$ cat config.mk
export PLATFORM = sky130hd
export DESIGN_NAME = vga_timing_gen
export DESIGN_NICKNAME = d
export VERILOG_FILES = /design/src/rtl/vga_pkg.sv /design/src/rtl/vga_delay_line.sv /design/src/rtl/vga_timing_gen.sv
export SDC_FILE = /design/constraint.sdc
export NUM_CORES = 1
export LEC_CHECK = 0
export CAP_MARGIN = 20
export CORE_MARGIN = 4
export CORE_UTILIZATION = 50
export CTS_CLUSTER_DIAMETER = 60
export DETAILED_ROUTE_END_ITERATION = 16
export PLACE_DENSITY = 0.8
export SLEW_MARGIN = 15
export SYNTH_ARGS = -nofsm -noshare
export SYNTH_HDL_FRONTEND = slang
export SYNTH_HIERARCHICAL = 1
export SYNTH_SLANG_ARGS = --single-unit
$ cat constraint.sdc
create_clock -name pclk -period 3.4 [get_ports pclk]
set_input_delay 0.68 -clock pclk [delete_from_list [all_inputs] [get_ports pclk]]
set_output_delay 0.68 -clock pclk [all_outputs]
set_load 0.01 [all_outputs]
$ cat src/rtl/vga_pkg.sv
// ----------------------------------------------------------------------------
// vga_pkg
// Shared types and default timing for the VGA raster timing generator.
//   rgb444_t    : RGB444 pixel as {r, g, b} nibbles
//   sync_bus_t  : {hsync, vsync, valid} bundle carried through the delay line
//   DEF_*       : 640x480@60 timing, 9x16 character cell, 2-cycle read latency
//   cnt_w()     : counter width able to hold 0..n-1
// ----------------------------------------------------------------------------
package vga_pkg;

    typedef struct packed {
        logic [3:0] r;
        logic [3:0] g;
        logic [3:0] b;
    } rgb444_t;

    typedef struct packed {
        logic hsync;
        logic vsync;
        logic valid;
    } sync_bus_t;

    // 640x480 @ 60 Hz, 25.175 MHz pixel clock
    localparam int DEF_H_ACTIVE = 640;
    localparam int DEF_H_FP     = 16;
    localparam int DEF_H_SYNC   = 96;
    localparam int DEF_H_BP     = 48;
    localparam int DEF_V_ACTIVE = 480;
    localparam int DEF_V_FP     = 10;
    localparam int DEF_V_SYNC   = 2;
    localparam int DEF_V_BP     = 33;

    localparam int DEF_CHAR_W   = 9;
    localparam int DEF_CHAR_H   = 16;
    localparam int DEF_LAT      = 2;

    function automatic int cnt_w(input int n);
        return (n <= 2) ? 1 : $clog2(n);
    endfunction

endpackage

$ cat src/rtl/vga_delay_line.sv
// ----------------------------------------------------------------------------
// vga_delay_line
// LAT-stage register pipe that resets every stage to RST_VAL. Used to align
// the sync/valid bundle with the renderer's read latency.
//   pclk   in   1   pixel clock
//   rst_n  in   1   synchronous reset, active low
//   d      in   W   undelayed bundle
//   q      out  W   bundle delayed by LAT cycles (RST_VAL while flushed)
// With LAT=0 the pipe collapses to wires; the output is still forced to
// RST_VAL while rst_n is low so reset looks the same for every latency.
// ----------------------------------------------------------------------------
module vga_delay_line #(
    parameter int             W       = 3,
    parameter int             LAT     = 2,
    parameter logic [W-1:0]   RST_VAL = '0
) (
    input  logic         pclk,
    input  logic         rst_n,
    input  logic [W-1:0] d,
    output logic [W-1:0] q
);

    generate
        if (LAT == 0) begin : g_wire
            assign q = rst_n ? d : RST_VAL;
        end else begin : g_pipe
            logic [W-1:0] stage [LAT];

            // NOTE: this is a handful of flops, not a RAM, so every stage is
            // reset; a memory-style delay could not be flushed this way.
            always_ff @(posedge pclk) begin
                if (!rst_n) begin
                    for (int i = 0; i < LAT; i++) begin
                        stage[i] <= RST_VAL;
                    end
                end else begin
                    stage[0] <= d;
                    for (int i = 1; i < LAT; i++) begin
                        stage[i] <= stage[i-1];
                    end
                end
            end

            assign q = stage[LAT-1];
        end
    endgenerate

endmodule

$ cat src/rtl/vga_timing_gen.sv
// ----------------------------------------------------------------------------
// vga_timing_gen
// Parametrised VGA raster timing generator. Counts x/y over the full raster,
// exports active-area pixel and character coordinates (stage 0), and delays
// hsync/vsync/valid by LAT cycles so they line up with renderer data that
// arrives LAT cycles after the coordinates. RGB is the renderer data gated by
// the delayed valid.
//   pclk        in   1   pixel clock
//   rst_n       in   1   synchronous reset, active low
//   vga_data    in   12  RGB444 from renderer, LAT cycles after h_addr/v_addr
//   h_addr      out  10  active-area x, 0 outside active (stage 0)
//   v_addr      out  10  active-area y, 0 outside active (stage 0)
//   h_char      out  7   character column (stage 0)
//   h_font      out  4   pixel within cell column (stage 0)
//   v_char      out  6   character row (stage 0)
//   v_font      out  4   line within cell row (stage 0)
//   frame_start out  1   one-cycle pulse at x=0,y=0 (stage 0)
//   hsync/vsync out  1   sync, delayed LAT cycles, level POL when asserted
//   valid       out  1   active-area flag, delayed LAT cycles
//   vga_r/g/b   out  4   vga_data gated by delayed valid
//   blink       out  1   bit 5 of a frame counter when VGA_BLINK_EN is
//                        defined, else tied 0
// Optional feature macro: VGA_BLINK_EN
// ----------------------------------------------------------------------------
module vga_timing_gen
    import vga_pkg::*;
#(
    parameter int H_ACTIVE = DEF_H_ACTIVE,
    parameter int H_FP     = DEF_H_FP,
    parameter int H_SYNC   = DEF_H_SYNC,
    parameter int H_BP     = DEF_H_BP,
    parameter int V_ACTIVE = DEF_V_ACTIVE,
    parameter int V_FP     = DEF_V_FP,
    parameter int V_SYNC   = DEF_V_SYNC,
    parameter int V_BP     = DEF_V_BP,
    parameter bit HS_POL   = 1'b0,
    parameter bit VS_POL   = 1'b0,
    parameter int CHAR_W   = DEF_CHAR_W,
    parameter int CHAR_H   = DEF_CHAR_H,
    parameter int LAT      = DEF_LAT
) (
    input  logic        pclk,
    input  logic        rst_n,
    input  logic [11:0] vga_data,
    output logic [9:0]  h_addr,
    output logic [9:0]  v_addr,
    output logic [6:0]  h_char,
    output logic [3:0]  h_font,
    output logic [5:0]  v_char,
    output logic [3:0]  v_font,
    output logic        frame_start,
    output logic        hsync,
    output logic        vsync,
    output logic        valid,
    output logic [3:0]  vga_r,
    output logic [3:0]  vga_g,
    output logic [3:0]  vga_b,
    output logic        blink
);

    localparam int H_TOTAL = H_SYNC + H_BP + H_ACTIVE + H_FP;
    localparam int V_TOTAL = V_SYNC + V_BP + V_ACTIVE + V_FP;
    localparam int H_START = H_SYNC + H_BP;
    localparam int H_END   = H_START + H_ACTIVE;
    localparam int V_START = V_SYNC + V_BP;
    localparam int V_END   = V_START + V_ACTIVE;
    localparam int XW      = cnt_w(H_TOTAL);
    localparam int YW      = cnt_w(V_TOTAL);

    localparam sync_bus_t SYNC_IDLE = '{hsync: ~HS_POL, vsync: ~VS_POL, valid: 1'b0};

    logic [XW-1:0] x, x_next;
    logic [YW-1:0] y, y_next;
    logic          line_end;
    logic          h_act, h_act_next;
    logic          v_act, v_act_next;
    sync_bus_t     sync_raw, sync_dly;
    rgb444_t       pix;

    // NOTE: every signal written here gets a value before any condition, so
    // no path leaves it unassigned and no latch is inferred.
    always_comb begin
        line_end   = (x == XW'(H_TOTAL - 1));
        x_next     = line_end ? '0 : x + XW'(1);
        y_next     = y;
        if (line_end) begin
            y_next = (y == YW'(V_TOTAL - 1)) ? '0 : y + YW'(1);
        end
        h_act      = (x >= XW'(H_START)) && (x < XW'(H_END));
        h_act_next = (x_next >= XW'(H_START)) && (x_next < XW'(H_END));
        v_act      = (y >= YW'(V_START)) && (y < YW'(V_END));
        v_act_next = (y_next >= YW'(V_START)) && (y_next < YW'(V_END));
    end

    // Raster and character counters. Cell counters step alongside x/y rather
    // than dividing h_addr/v_addr, and restart whenever the next position
    // leaves or enters the active span.
    // NOTE: sequential state uses non-blocking assignments so every flop
    // samples the pre-edge values; reset is synchronous to pclk.
    always_ff @(posedge pclk) begin
        if (!rst_n) begin
            x      <= '0;
            y      <= '0;
            h_char <= '0;
            h_font <= '0;
            v_char <= '0;
            v_font <= '0;
        end else begin
            x <= x_next;
            y <= y_next;

            if (h_act && h_act_next) begin
                if (h_font == 4'(CHAR_W - 1)) begin
                    h_font <= '0;
                    h_char <= h_char + 7'd1;
                end else begin
                    h_font <= h_font + 4'd1;
                end
            end else begin
                h_font <= '0;
                h_char <= '0;
            end

            if (line_end) begin
                if (v_act && v_act_next) begin
                    if (v_font == 4'(CHAR_H - 1)) begin
                        v_font <= '0;
                        v_char <= v_char + 6'd1;
                    end else begin
                        v_font <= v_font + 4'd1;
                    end
                end else begin
                    v_font <= '0;
                    v_char <= '0;
                end
            end
        end
    end

    always_comb begin
        h_addr = '0;
        v_addr = '0;
        if (h_act && v_act) begin
            h_addr = 10'(x - XW'(H_START));
            v_addr = 10'(y - YW'(V_START));
        end
    end

    // Gated by rst_n so the pulse is absent while reset is held and appears
    // in the first cycle after release, when the raster sits at 0,0.
    assign frame_start = rst_n && (x == '0) && (y == '0);

    always_comb begin
        sync_raw.hsync = (x < XW'(H_SYNC)) ? HS_POL : ~HS_POL;
        sync_raw.vsync = (y < YW'(V_SYNC)) ? VS_POL : ~VS_POL;
        sync_raw.valid = h_act && v_act;
    end

    vga_delay_line #(
        .W       ($bits(sync_bus_t)),
        .LAT     (LAT),
        .RST_VAL (SYNC_IDLE)
    ) u_delay (
        .pclk  (pclk),
        .rst_n (rst_n),
        .d     (sync_raw),
        .q     (sync_dly)
    );

    assign hsync = sync_dly.hsync;
    assign vsync = sync_dly.vsync;
    assign valid = sync_dly.valid;

    assign pix   = vga_data;
    assign vga_r = pix.r & {4{sync_dly.valid}};
    assign vga_g = pix.g & {4{sync_dly.valid}};
    assign vga_b = pix.b & {4{sync_dly.valid}};

`ifdef VGA_BLINK_EN
    logic [5:0] frame_cnt;

    always_ff @(posedge pclk) begin
        if (!rst_n) begin
            frame_cnt <= '0;
        end else if (frame_start) begin
            frame_cnt <= frame_cnt + 6'd1;
        end
    end

    assign blink = frame_cnt[5];
`else
    assign blink = 1'b0;
`endif

endmodule

==> impl_metrics.csv, run 1 <==
group,metric,value,unit
yosys,synth_compound_area_frac,0.1303,
critical_path,cp-start-kind,"flip-flop",
global_route,grt_pass1_wl,12.85,mm
die,die_h,85.29,um
yosys,synth.distinct_cells,55,
die,die_area,7274,sq um
yosys,synth_seq_cells,47,
layout,antennaDiodeCount,0,
global_route,grt_max_degree,18,
clock_network,clkSinkCount,47,
power,intPower,746.9,uW
placement,hpwl,5.637,mm
yosys,synthArstFlopShare,0,
timing,relSlewSlack,0.6300,
die,dieWidth,85.29,um
timing,tightestPinTransition,0.5530,ns
global_route,antenna_found_initial,0,
timing,tns,0,ns
clock_network,cts_hold_buffers,0,
global_route,track_usage,0.2130,
yosys,synthAdderAreaFrac,0.05446,
layout,final_util,0.6829,
critical_path,path_max_fanout,6,
yosys,synthesis.area,2987,sq um
critical_path,critPathRequiredTime,2.72,ns
critical_path,worstPathArrival,2.60,ns
power,ir_worst_vdd,0.2364,mV
yosys,synth-main-ff-cell,"dfxtp_1",
yosys,synth_edf_count,0,
layout,layout-drive-gt1-share,0.09339,
yosys,yosys.area_share.simple,0.3377,
placement,gp_congestion,0.9475,
yosys,synth_top_family_by_area,"simple AND/OR/NAND/NOR gates",
route,first_iter_violations,370,
outcome,status,"complete, no violations",
clock_network,clock-root-buffer,"clkbuf_8",
power,switching_power,224.7,uW
route,vias_per_cell,5.789,
timing,maxSlewViolCount,0,
yosys,syn_inst,374,
global_route,grt_pass1_vias,2713,
die,initial_core_util,0.5294,
power,powerDensity,252.2,nW/um^2
die,coreArea,5642,sq um
critical_path,critPathKind,"reg -> out",
route,wl,7.853,mm
clock_network,clk_pin_slew,0.09,ns
clock_network,h-tree-depth,2,
yosys,syn_nets,401,
critical_path,crit_path_end_kind,"primary output",
power,power_leakage,1.471,nW
global_route,grt_overflow,0,
flow_run,drv_cap,0,
layout,finalNetCount,465,
timing,min_period,3.284,ns
timing,max_clock_freq,0.3045,GHz
yosys,synthMuxAreaShare,0.006703,
route,wire_per_inst,15.37,um
yosys,yosys_warnings,6,
route,first_pass_iters,5,
die,rows,27,
timing,grt_setup_unrepaired,"no",
clock_network,tritoncts,"built",
die,io_pins,72,
route,dr_total_vias,2958,
yosys,seq_area_frac_synth,0.3150,
layout,syn_to_final_growth,28.99,%
timing,setup_viol,0,
power,p_comb_frac,0.046,
power,seq_power_share,0.576,
timing,skew,0.008392,ns
route,drcViolationCount,0,
yosys,avgSynthCellArea,7.986,sq um
hold_path,hp-class,"reg -> reg",
clock_network,cts_buffers,5,
yosys,synthXorXnorAreaFrac,0.08211,
clock_network,clkLatencyLatePin,0.31,ns
placement,portBuffers,70,
timing,finalCritPeriodShare,0.9659,
power,p_sw_frac,0.2313,
route,ant_nets,0,
power,clkPwrFrac,0.378,
clock_network,cts_buffer_depth,2,
timing,hold_violations,0,
-- final timing paths --
check | from | endpoint | slack (ns) | cells after the start
hold reg to reg | u_delay/g_pipe.stage[0][1] | u_delay/g_pipe.stage[0][4] | 0.42 | 1
setup / recovery | x[5] | v_addr[4] | 0.12 | 9
setup reg to reg | y[0] | v_font[2] | 0.32 | 10
hold / removal | u_delay/g_pipe.stage[0][1] | u_delay/g_pipe.stage[0][4] | 0.42 | 1
-- state kept, by name, summed over array words and instances, names as in the netlist --
| register | cells |
|---|---|
| v_font | 4 |
| y | 10 |
| x | 10 |
| u_delay/g_pipe.stage | 6 |
| v_char | 6 |
| h_font | 4 |
| h_char | 7 |
-- cell type report --
type                       instances  area, sq um
multi-input combinational        286         1867
fill                             482         1789
clock inverter                     2        16.27
timing repair buffer              83        798.3
inverter                          15        56.30
sequential                        47        942.2
tap                               72        90.09
clock buffer                       6        82.58
-- metal layers --
layer,vias to the layer above,GRT usage,part of all wire
met5,-,0,0
met2,140,0.3602,0.47
met1,1353,0.2674,0.42
li1,1441,-,-
met3,24,0.04175,0.087
met4,0,0.07770,0.023
-- metrics by stage --
stage	total power [mW]	hold slack (ns)	setup WS [ns]	area, sq um	instances
2_1_floorplan	0.5915	0.3863	0.6891	2987	374
3_3_place_gp	0.6158	0.3898	0.3346	3700	500
3_5_place_dp	0.6169	0.3961	0.2909	3700	500
4_1_cts	0.9803	0.4190	0.06265	3801	508
5_1_grt	1.013	0.4368	0.02187	3852	511
6_report	0.9716	0.4208	0.1160	3852	511
-- what timing repair did --
action,CTS,global route
endpoints found under the setup margin,7,9
endpoints found under the hold margin,0,0
pin swaps,0,3
gates cloned,0,1
gates resized for setup,1,6
setup buffers,0,2
-- cells in the final DEF, fill, tap and decap left out, drive strengths merged, types with 4 or more instances in the layout --
cell,n
clkdlybuf4s50,70
nand4,12
dfxtp,47
a21oi,18
buf,13
and4,6
xor2,9
o31ai,4
and2,20
a2111oi,4
nand2,30
a31oi,4
nand2b,4
nor2,47
o22ai,4
o21ai,7
xnor2,19
clkbuf,6
nor3,18
nor4,4
nand3,16
ha,13
or4,4
and3,12
inv,15
-- synth_stat cells, types with 2 or more instances --
cell type	count	area [sq um]
and4_1	2	17.52
xnor2_1	19	166.4
inv_1	15	56.30
nand4_1	12	75.07
xor2_1	9	78.83
o21a_1	2	15.01
or3_1	3	18.77
nor2_1	47	176.4
o22ai_1	4	25.02
nor3_1	18	90.09
o21ai_0	4	20.02
and3_1	10	62.56
nand4b_1	2	17.52
clkbuf_1	15	56.30
a31oi_1	4	25.02
ha_1	13	162.7
mux2i_1	2	20.02
nor4_1	3	18.77
and4_4	3	33.78
buf_2	2	10.01
nor2b_1	3	18.77
o31ai_1	4	30.03
and2_1	19	118.9
buf_6	5	56.30
dfxtp_1	47	940.9
nand2_1	29	108.9
o21ai_1	2	10.01
nor3b_1	2	15.01
nand3_1	16	80.08
nand2b_1	4	25.02
a2111oi_2	3	45.04
and3_2	2	15.01
a21oi_1	18	90.09
or4_1	4	30.03
buf_4	5	37.54
o31a_1	3	26.28
-- worst max-delay path, cell delays in order, from the launching register on --
cell,delay (ns)
dfxtp_2,0.36
inv_1,0.11
ha_1,0.21
inv_1,0.06
o21ai_0,0.42
a31oi_4,0.19
nand2_1,0.24
inv_1,0.10
o21a_1,0.12
clkdlybuf4s50_1,0.49
-- logic make-up (layout without fill, tap and decap cells) --
group | after synthesis | count (layout)
DFF | 47 | 47
AOI/OAI and AO/OA | 54 | 54
other | 1 | 1
buffers and inverters | 42 | 106
adders and majority gates | 13 | 13
xor gates and xnor gates | 28 | 28
and+or+nand+nor | 187 | 188
muxes | 2 | 2
-- power by group through the flow --
stage               clock (mW)  sequential, mW  combinational [mW]
floorplan                    0           0.571              0.0202
global placement             0           0.572              0.0437
detailed placement           0           0.573              0.0442
CTS                      0.376           0.560              0.0445
global route             0.402           0.561              0.0491
finish                   0.367           0.560              0.0447
Power figures use the tool's default switching activity.
==> run 2, diff against run 1 <==
--- a/config.mk
+++ b/config.mk
@@ -6,11 +6,13 @@
 export NUM_CORES = 1
 export LEC_CHECK = 0
 export CAP_MARGIN = 20
+export CELL_PAD_IN_SITES_DETAIL_PLACEMENT = 2
+export CELL_PAD_IN_SITES_GLOBAL_PLACEMENT = 2
 export CORE_MARGIN = 4
-export CORE_UTILIZATION = 50
+export CORE_UTILIZATION = 28
 export CTS_CLUSTER_DIAMETER = 60
 export DETAILED_ROUTE_END_ITERATION = 16
-export PLACE_DENSITY = 0.8
+export PLACE_DENSITY_LB_ADDON = 0.1
 export SLEW_MARGIN = 15
 export SYNTH_ARGS = -nofsm -noshare
 export SYNTH_HDL_FRONTEND = slang
==> run 2 against run 1 <==
Maximum frequency is 2.7% higher. Non-clock buffer count is 4 higher. First-iteration DRC count is 86% lower. Flip-flop and latch count stayed put. Combinational power is 3% higher.
==> impl_metrics.csv, run 2 (synthesis results as in run 1) <==
group,metric,value,unit
outcome,status,"complete, no violations",
global_route,track_usage,0.1653,
clock_network,cts_buffers,5,
layout,final_common_cell,"clkdlybuf4s50_1",
power,p_sw_frac,0.2427,
power,power_leakage,1.595,nW
layout,top_regs,"x (10), y (10), h_char (7)",
critical_path,crit_chain,"ha_1 > o41ai_4 > a21oi_1 > a31o_1 > nand2_2 > buf_4 > nor2_1 > clkdlybuf4s50_1",
flow_run,drv_cap,0,
critical_path,worstPathArrival,2.52,ns
placement,hpwl,7.821,mm
power,p_comb_frac,0.044,
timing,min_period,3.199,ns
clock_network,cts_hold_buffers,0,
critical_path,crit_path_end_kind,"primary output",
die,die_area,12380,sq um
route,drcViolationCount,0,
route,dr_total_vias,2926,
critical_path,worstReg2RegEnd,"v_char[1]",
power,powerDensity,265.7,nW/um^2
clock_network,clkLatencyLatePin,0.31,ns
die,io_pins,72,
route,wire_per_inst,17.69,um
global_route,grt_max_degree,18,
timing,worst_slack,0.2012,ns
timing,maxSlewViolCount,0,
clock_network,clk_pin_slew,0.11,ns
layout,multi_input_area,1853,sq um
layout,regArea,948.4,sq um
layout,antennaDiodeCount,0,
hold_path,min-delay-start,"u_delay/g_pipe.stage[0][2]",
placement,dpl_cell_area,3817,sq um
critical_path,critPathTopFamily,"compound AO/OA/AOI/OAI gates",
power,switching_power,256.9,uW
route,first_pass_iters,4,
power,clkPwrFrac,0.429,
global_route,grt_pass1_wl,16.84,mm
power,ir_worst_vdd,0.1358,mV
layout,final_cell_mix,"65 x clkdlybuf4s50_1, 47 x nor2_1, 45 x dfxtp_1",
clock_network,clock-root-buffer,"clkbuf_8",
placement,portBuffers,70,
clock_network,h-tree-depth,2,
power,intPower,801.7,uW
critical_path,slowest_stage,"clkdlybuf4s50_1",
layout,fillCellCount,1244,
placement,post-place-ws,0.3221,ns
clock_network,cts_buffer_depth,2,
critical_path,worst-r2r-setup-slack,0.35,ns
timing,grt_setup_unrepaired,"no",
layout,layout-drive-gt1-share,0.1018,
clock_network,clkSinkCount,47,
timing,hold_violations,0,
die,initial_core_util,0.2880,
timing,relSlewSlack,0.5688,
power,seq_power_share,0.528,
global_route,antenna_found_initial,0,
timing,tns,0,ns
critical_path,cp-start-kind,"flip-flop",
critical_path,path_max_fanout,10,
critical_path,r2r_start,"y[0]",
power,power,1.059,mW
timing,setup_viol,0,
critical_path,reg2regPathDepth,10,
route,ant_nets,0,
critical_path,critPathRequiredTime,2.72,ns
hold_path,min_to,"u_delay/g_pipe.stage[0][5]",
layout,finalNetCount,468,
timing,skew,0.01050,ns
timing,finalCritPeriodShare,0.9408,
die,rows,37,
critical_path,cp_num_buf_inv,2,
die,dieWidth,111.3,um
global_route,grt_overflow,0,
clock_network,tritoncts,"built",
hold_path,hold_depth,1,
layout,fin_area,3984,sq um
hold_path,hp-class,"reg -> reg",
critical_path,slowest_delay,0.48,ns
layout,syn_to_final_growth,33.39,%
placement,gp_congestion,0.8186,
route,vias_per_cell,5.062,
route,wl,10.23,mm
die,coreArea,10370,sq um
critical_path,critPathKind,"reg -> out",
timing,tightestPinTransition,0.6461,ns
global_route,grt_pass1_vias,3200,
die,die_h,111.3,um
route,first_iter_violations,51,
timing,max_clock_freq,0.3126,GHz
-- run 2: what timing repair did --
action | CTS | global route
endpoints found under the setup margin | 12 | 17
pin swaps | 1 | 1
hold endpoints to repair | 0 | 0
resized for setup | 4 | 9
setup buffers | 1 | 0
-- run 2: metrics by stage --
step / hold WS (ns) / instances / utilization
detailed placement: 0.4032 / 569 / 0.3681
finish: 0.4228 / 578 / 0.3842
global placement: 0.3918 / 569 / 0.3681
floorplan: 0.3863 / 374 / -
global route: 0.4473 / 578 / 0.3842
CTS: 0.4293 / 578 / 0.3818
-- run 2: area by class of cell --
class / count / area share
flip-flops and latches: 47 / 0.2381
inverters: 15 / 0.01413
clock inverters: 3 / 0.01162
multi-input cells: 285 / 0.4651
repair buffers: 87 / 0.2111
clock buffers: 5 / 0.01727
well taps: 136 / 0.04271
-- run 2: how the worst max path moves through the flow --
stage	from	to	slack (ns)	depth (start not counted)
2_1_floorplan	x[5]	v_char[2]	0.69	11
3_3_place_gp	y[0]	v_addr[4]	0.35	8
3_5_place_dp	y[0]	v_addr[5]	0.32	8
6_report	y[0]	v_addr[6]	0.20	8
5_1_grt	x[4]	h_addr[8]	0.006	9
4_1_cts	x[4]	v_addr[5]	0.05	9
-- run 2: power groups by stage --
stage,sequential (mW),combinational [mW],clock (mW)
2_1_floorplan,0.571,0.0202,0
3_3_place_gp,0.573,0.0453,0
3_5_place_dp,0.573,0.0466,0
4_1_cts,0.560,0.0476,0.466
5_1_grt,0.560,0.0507,0.487
6_report,0.559,0.0462,0.454
-- run 2: worst register-to-register path: cells and delay by family, from the launching register on --
kind	cells	cell delay, ns
flip-flops	1	0.44
AND/OR/NAND/NOR	3	0.63
buffers and inverters	1	0.19
AO/OA/AOI/OAI	5	1.38
adder cells (fa/ha/maj)	1	0.29
-- run 2: metal layers --
layer,up-vias,global-route usage,share of wire
li1,1423,-,-
met1,1467,0.1962,0.44
met2,31,0.3156,0.53
met3,5,0.02293,0.018
met4,0,0.03001,0.0063
met5,-,0,0
==> run 3, diff against run 2 <==
--- a/config.mk
+++ b/config.mk
@@ -5,15 +5,14 @@
 export SDC_FILE = /design/constraint.sdc
 export NUM_CORES = 1
 export LEC_CHECK = 0
-export CAP_MARGIN = 20
 export CELL_PAD_IN_SITES_DETAIL_PLACEMENT = 2
 export CELL_PAD_IN_SITES_GLOBAL_PLACEMENT = 2
 export CORE_MARGIN = 4
 export CORE_UTILIZATION = 28
 export CTS_CLUSTER_DIAMETER = 60
 export DETAILED_ROUTE_END_ITERATION = 16
+export GPL_TIMING_DRIVEN = 0
 export PLACE_DENSITY_LB_ADDON = 0.1
-export SLEW_MARGIN = 15
 export SYNTH_ARGS = -nofsm -noshare
 export SYNTH_HDL_FRONTEND = slang
 export SYNTH_HIERARCHICAL = 1
==> run 3 against run 2 <==
Clock skew up 0.0019 ns. Routed wire length fell by 0.87%. Critical path depth down 2. Sequential power is essentially flat. Largest cell class unchanged. Total power decreased by 6.1%. Non-clock buffer count increased by 19. Clock power fell by 15%. Maximum frequency down 1.7%. Combinational power is 4.3% higher. Setup slack got worse by 0.055 ns.
==> impl_metrics.csv, run 3 (synthesis results as in run 1) <==
group,metric,value,unit
global_route,antenna_found_initial,0,
die,coreArea,10370,sq um
layout,multi_input_area,1869,sq um
die,die_area,12380,sq um
placement,dpl.cell_count,580,
clock_network,tritoncts,"built",
hold_path,hold_depth,1,
placement,dpl_cell_area,3857,sq um
placement,gp_congestion,0.7721,
route,first_iter_violations,82,
layout,layout-drive-gt1-share,0.1215,
route,dr_total_vias,3022,
timing,min_period,3.254,ns
timing,maxSlewViolCount,0,
critical_path,crit_path_end_kind,"primary output",
placement,portBuffers,70,
critical_path,path_max_fanout,10,
critical_path,worstPathArrival,2.57,ns
placement,hpwl,7.723,mm
route,vias_per_cell,5.062,
power,intPower,735.7,uW
timing,relSlewSlack,0.5218,
clock_network,clkSinkCount,47,
critical_path,cp_num_buf_inv,3,
hold_path,hp-class,"reg -> reg",
timing,grt_setup_unrepaired,"no",
layout,finalNetCount,487,
outcome,status,"complete, no violations",
layout,fin_cells,597,
power,p_comb_frac,0.048,
critical_path,worst-r2r-setup-slack,0.28,ns
critical_path,critPathTopFamily,"buffers and inverters",
power,powerDensity,241.7,nW/um^2
global_route,grt_overflow,0,
route,wl,10.14,mm
layout,regArea,943.4,sq um
timing,holdWs,0.4252,ns
die,initial_core_util,0.2880,
critical_path,crit_chain,"clkbuf_1 > o21ai_0 > a31oi_2 > buf_4 > and3_1 > clkdlybuf4s50_1",
timing,tightestPinTransition,0.7160,ns
layout,final_util,0.3965,
global_route,grt_pass1_wl,16.64,mm
layout,top_regs,"x (10), y (10), h_char (7)",
power,power_leakage,1.831,nW
critical_path,slowest_delay,0.53,ns
layout,final_cell_mix,"50 x clkdlybuf4s50_1, 47 x nor2_1, 45 x dfxtp_1",
die,io_pins,72,
clock_network,cts_hold_buffers,0,
layout,fillCellCount,1229,
timing,worst_slack,0.1457,ns
critical_path,worstReg2RegEnd,"v_char[5]",
route,first_pass_iters,4,
layout,syn_to_final_growth,37.66,%
hold_path,min_to,"u_delay/g_pipe.stage[0][5]",
clock_network,clk_pin_slew,0.11,ns
clock_network,cts_buffer_depth,2,
clock_network,h-tree-depth,2,
critical_path,critPathKind,"reg -> out",
flow_run,drv_cap,0,
critical_path,critPathRequiredTime,2.72,ns
clock_network,cts_buffers,5,
layout,final_common_cell,"clkdlybuf4s50_1",
die,dieWidth,111.3,um
route,ant_nets,0,
die,rows,37,
route,drcViolationCount,0,
clock_network,clock-root-buffer,"clkbuf_8",
power,switching_power,258.1,uW
global_route,grt_max_degree,18,
power,clkPwrFrac,0.388,
timing,finalCritPeriodShare,0.9571,
layout,fin_area,4111,sq um
timing,setup_viol,0,
timing,skew,0.01241,ns
die,die_h,111.3,um
power,seq_power_share,0.563,
timing,max_clock_freq,0.3073,GHz
timing,hold_violations,0,
critical_path,reg2regPathDepth,11,
power,p_sw_frac,0.2597,
placement,post-place-ws,-0.4966,ns
route,wire_per_inst,16.98,um
layout,antennaDiodeCount,0,
hold_path,min-delay-start,"u_delay/g_pipe.stage[0][2]",
critical_path,r2r_start,"x[5]",
clock_network,clkLatencyLatePin,0.32,ns
global_route,grt_pass1_vias,3131,
power,ir_worst_vdd,0.1649,mV
critical_path,slowest_stage,"clkdlybuf4s50_1",
critical_path,cp-start-kind,"flip-flop",
global_route,track_usage,0.1632,
run 3: power groups by stage:
stage	combinational [mW]	clock (mW)	sequential, mW
6_report	0.0482	0.386	0.560
5_1_grt	0.0533	0.427	0.561
4_1_cts	0.0493	0.408	0.560
2_1_floorplan	0.0202	0	0.571
3_3_place_gp	0.0478	0	0.572
3_5_place_dp	0.0488	0	0.573
run 3: layout make-up:
type	count	share of cell area
clock inverter	3	0.006695
clock buffer	5	0.01674
inverter	15	0.01369
sequential	47	0.2295
multi-input combinational	285	0.4547
buffer	26	0.04291
timing repair buffer	80	0.1945
tap	136	0.04139
run 3: timing repair:
action	in CTS	in global routing
resized for setup	22	18
endpoints found under the hold margin	0	0
setup endpoints to repair	21	23
pin swaps	3	3
setup buffers	6	4
run 3: how the worst max path moves through the flow:
stage             endpoint  cells after the start  start  slack [ns]
6_report         v_addr[1]                      6   x[6]        0.15
5_1_grt        frame_start                      6   y[2]        0.01
4_1_cts          h_addr[5]                     10   x[4]      0.0002
3_5_place_dp     h_addr[0]                     10   x[4]       -0.50
3_3_place_gp     h_addr[8]                     10   x[4]       -0.37
2_1_floorplan    v_char[2]                     11   x[5]        0.69
run 3: per-stage QoR:
step	total power [mW]	setup TNS (ns)
after floorplan	0.5915	0
after global placement	0.6200	-4.978
after detailed placement	0.6215	-6.548
after CTS	1.017	0
after global routing	1.041	0
final	0.9938	0
run 3: metal layers:
layer	track usage	wire length, um
met1	0.1998	4479
met2	0.3032	5357
met3	0.02566	230
met4	0.02758	68
met5	0	0
==> edit 1 (flow settings as in run 3) <==
The option `VGA_BLINK_EN` is turned on by a define.
--- a/src/rtl/vga_timing_gen.sv
+++ b/src/rtl/vga_timing_gen.sv
@@ -22,6 +22,8 @@
 //                        defined, else tied 0
 // Optional feature macro: VGA_BLINK_EN
 // ----------------------------------------------------------------------------
+`define VGA_BLINK_EN
+
 module vga_timing_gen
     import vga_pkg::*;
 #(
Behaviour: no difference found for any inputs over 10 cycles, from zero or initial values and one cycle with rst_n low; that may be too few to reach the edited logic, so the function may still have changed.
==> edit 1 against run 3 <==
  * Area after synthesis grew 5.1%
  * Sequential cell count up 6
  * First-iteration DRC count up 15%
  * Setup slack got worse by 0.021 ns
  * Clock power is 6.0% higher
  * Combinational power increased by 74%
  * Wire length up 1.2%
  * Final area up 5.0%
  * Register-to-register slack got worse by 0.07 ns
  * Total power is 14% higher
  * Largest cell class unchanged
==> edit 1: results <==
export IMPL_outcome="finished clean"
export IMPL_place_detailed_hpwl_um=7821
export IMPL_synth_area_top_cells="sky130_fd_sc_hd__dfxtp_1 (34%), sky130_fd_sc_hd__nor2_1 (6.9%), sky130_fd_sc_hd__xnor2_1 (6.4%)"
export IMPL_met2WireLength_um=5076
export IMPL_postRouteWirelength_um=10260
export IMPL_cts_resized=34
export IMPL_cts_setup_buffers=5
export IMPL_wire_length_of_the_first_global_routing_pass_um=16950
export IMPL_leakagePower_nw=1.820
export IMPL_gr_usage_met2=0.2815
export IMPL_fin_skew_ns=0.008691
export IMPL_use_met1=0.2025
export IMPL_data_arrival_time_of_the_critical_path_ns=2.59
export IMPL_placed_cell_area_sq_um=4025
export IMPL_globalplace_congestion=0.7467
export IMPL_post_synth_inst_count=398
export IMPL_vias_per_cell=5.006
export IMPL_wl_met3_um=546
export IMPL_buffer_ports_inserted=71
export IMPL_first_global_vias=3326
export IMPL_dpl_worst_slack_ns=-0.6564
export IMPL_groute_layer_met3_usage=0.03660
export IMPL_mappedNetlistNets=426
export IMPL_path_max_fanout=8
export IMPL_met1_length_um=4540
==> edit 1: worst max-delay path, delay by kind of cell, from the launching register on <==
| family | cells | cell delay [ns] |
|---|---|---|
| buffers and inverters | 3 | 0.89 |
| AOI/OAI and AO/OA | 3 | 0.54 |
| and+or+nand+nor | 3 | 0.53 |
| DFF | 1 | 0.32 |
==> edit 1: worst paths after layout <==
| kind | slack, ns | endpoint | from |
|---|---|---|---|
| worst min-delay path | 0.43 | u_delay/g_pipe.stage[0][4]$_SDFF_PN1_ | u_delay/g_pipe.stage[0][1]$_SDFF_PN1_ |
| worst max-delay path | 0.13 | v_addr[6] | x[9]$_SDFF_PN0_ |
| worst min register to register | 0.43 | u_delay/g_pipe.stage[0][4]$_SDFF_PN1_ | u_delay/g_pipe.stage[0][1]$_SDFF_PN1_ |
| worst max register to register | 0.21 | v_font[3]$_SDFFE_PN0N_ | x[5]$_SDFF_PN0_ |
==> edit 1: cell type report <==
class	count	area [sq um]
buffer	21	123.9
clock buffer	6	82.58
clock inverter	2	17.52
fill	1263	6571
inverter	14	52.55
multi-input combinational	305	2026
sequential	53	1065
tap	140	175.2
timing repair buffer	78	774.5
==> edit 1: report_power, final <==
part | switching, W | internal [W] | total, W
Clock | 0.000240 | 0.000170 | 0.000409
Combinational | 0.0000421 | 0.0000416 | 0.0000837
Sequential | 0.00000665 | 0.000630 | 0.000637
==> edit 1: cell families after synthesis <==
logic type / Yosys count / synth area share
mux: 4 / 0.01315
flops: 53 / 0.3380
xor+xnor: 34 / 0.09486
buf+inv: 40 / 0.05420
simple gates: 204 / 0.3384
compound gates: 49 / 0.1056
fa+ha+maj: 14 / 0.05580
==> edit 2 (flow settings as in run 3) <==
Made on the original files. Add an input register stage for `vga_data`; this delays it by one clock. Comments in the files are not updated.
--- a/src/rtl/vga_timing_gen.sv
+++ b/src/rtl/vga_timing_gen.sv
@@ -69,6 +69,12 @@
 
     localparam sync_bus_t SYNC_IDLE = '{hsync: ~HS_POL, vsync: ~VS_POL, valid: 1'b0};
 
+    logic [11:0] vga_data_q;
+
+    always_ff @(posedge pclk) begin
+        vga_data_q <= vga_data;
+    end
+
     logic [XW-1:0] x, x_next;
     logic [YW-1:0] y, y_next;
     logic          line_end;
@@ -171,7 +177,7 @@
     assign vsync = sync_dly.vsync;
     assign valid = sync_dly.valid;
 
-    assign pix   = vga_data;
+    assign pix   = vga_data_q;
     assign vga_r = pix.r & {4{sync_dly.valid}};
     assign vga_g = pix.g & {4{sync_dly.valid}};
     assign vga_b = pix.b & {4{sync_dly.valid}};
Function: same outputs for any inputs over 10 cycles, from zero or initial values and one cycle with rst_n low; that may be too few to reach the edited logic, so the function may still have changed.
==> edit 2 against run 3 <==
  * Synthesized cell count decreased by 0.80%
  * Total power is 44% higher
  * Wire length decreased by 1.2%
  * Area after synthesis grew 3.4%
  * Largest cell class unchanged
  * Setup slack gained 0.0030 ns
  * Final area up 5.8%
  * Sequential cell count up 12
  * Via count shrank 2.9%
  * Non-clock buffer count down 3
  * Largest power group unchanged
==> edit 2: results <==
export IMPL_number_of_buffers_added_by_the_clock_tree_synthesis_step=9
export IMPL_wl_met3_um=355
export IMPL_postRouteWirelength_um=10010
export IMPL_fin_hold_ws_ns=0.4133
export IMPL_worst_slew_pin_transition_ns=0.8702
export IMPL_dpl_worst_slack_ns=-0.4990
export IMPL_path_max_fanout=9
export IMPL_filler_cell_count=1223
export IMPL_hold_path_endpoint="u_delay/g_pipe.stage[0][4]$_SDFF_PN1_"
export IMPL_cts_htree_levels=3
export IMPL_first_global_vias=3141
export IMPL_yosys_area_share_adder=0.05267
export IMPL_fraction_of_synthesized_cell_area_in_xor_and_xnor_cells=0.08225
export IMPL_fin_nets=485
export IMPL_timing_setup_tns_ns=0
export IMPL_clk_pin_slew_worst_paths_ns=0.08
export IMPL_detail_route_wl_per_cell_um=16.61
export IMPL_synth_compound_gate_area_share=0.1053
export IMPL_dominant_combinational_cell_family_by_area_after_synthesis="simple AND/OR/NAND/NOR gates"
export IMPL_mappedNetlistNets=398
export IMPL_leakagePower_nw=1.827
export IMPL_seq_total_area_yosys=0.3825
export IMPL_grt_antenna_before_repair=0
export IMPL_met2WireLength_um=4461
export IMPL_yosys_mux_area_fraction=0.006483
export IMPL_worst_supply_voltage_drop_on_vdd_v=0.0002092
export IMPL_regToRegSetupSlack_ns=0.30
export IMPL_cts_setup_buffers=5
export IMPL_clk_latency_ns=0.35
export IMPL_rr_worst_depth=10
export IMPL_globalplace_congestion=0.7846
export IMPL_worst_path_dominant_cell_family="buffers and inverters"
export IMPL_fin_skew_ns=0.01043
export IMPL_gr_usage_all_layers=0.1607
export IMPL_worst_hold_start="u_delay/g_pipe.stage[0][1]$_SDFF_PN1_"
export IMPL_postSynth_asyncResetShare=0
export IMPL_root_buffer="sky130_fd_sc_hd__clkbuf_8"
export IMPL_place_detailed_hpwl_um=7226
export IMPL_dp_cells=581
export IMPL_cts_resized=34
export IMPL_synth_area_top_cells="sky130_fd_sc_hd__dfxtp_1 (38%), sky130_fd_sc_hd__ha_1 (5.3%), sky130_fd_sc_hd__nor2_1 (5.2%)"
export IMPL_dr_max_layer_used="met4"
export IMPL_met1_length_um=5022
export IMPL_placed_cell_area_sq_um=3964
export IMPL_outcome="finished clean"
export IMPL_synth_cell_types=50
export IMPL_post_route_cells_drive_above_1_share=0.1382
export IMPL_route_vias_total=2933
export IMPL_drt_initial_drc_count=79
export IMPL_wire_length_of_the_first_global_routing_pass_um=16390
export IMPL_post_synth_inst_count=371
export IMPL_grt_max_degree=13
export IMPL_synthTopCellsByCount="sky130_fd_sc_hd__dfxtp_1 (59), sky130_fd_sc_hd__nor2_1 (43), sky130_fd_sc_hd__nand2_1 (27)"
export IMPL_worstReg2RegEnd="v_char[3]$_SDFFE_PN0P_"
export IMPL_buffer_ports_inserted=70
[edit 2: cell types whose count changed in the layout (fill, tap and decap cells not counted), moves of 4 or more]
cell,run 3,this run
sky130_fd_sc_hd__and3_1,10,6
sky130_fd_sc_hd__buf_6,5,1
sky130_fd_sc_hd__clkbuf_1,11,6
sky130_fd_sc_hd__clkbuf_8,6,12
sky130_fd_sc_hd__dfxtp_1,45,57
sky130_fd_sc_hd__inv_1,15,9
sky130_fd_sc_hd__nor2_1,47,43
sky130_fd_sc_hd__o21ai_0,4,10
sky130_fd_sc_hd__o22ai_1,4,0
sky130_fd_sc_hd__or3_1,3,8
[edit 2: worst max path at each step]
stage	startpoint	endpoint	slack [ns]	cells after the start
after floorplan	x[5]$_SDFF_PN0_	v_char[3]$_SDFFE_PN0P_	0.69	11
after global placement	x[4]$_SDFF_PN0_	h_addr[8]	-0.46	10
after detailed placement	x[4]$_SDFF_PN0_	v_addr[6]	-0.50	10
after CTS	x[4]$_SDFF_PN0_	v_addr[6]	0.01	10
after global routing	x[4]$_SDFF_PN0_	v_addr[1]	-0.006	10
final	x[4]$_SDFF_PN0_	v_addr[1]	0.15	10
[edit 2: cell type report]
type	count	area (sq um)	share of cell area
repair buffers	78	773.2	0.1778
multi-input cells	274	1797	0.4132
plain buffers	25	175.2	0.04029
well taps	140	175.2	0.04029
inverters	11	43.79	0.01007
flip-flops and latches	59	1184	0.2722
clock inverters	7	76.32	0.01755
clock buffers	9	123.9	0.02849
[edit 2: power by group]
part	switching [W]	internal [W]
clock	0.000324	0.000342
combinational	0.0000256	0.0000302
sequential	0.00000447	0.000703
[edit 2: per-layer routing]
metal	vias up	global-route usage
met4	0	0.06010
met2	66	0.2638
met1	1410	0.2102
met3	14	0.02941
met5	-	0
li1	1443	-
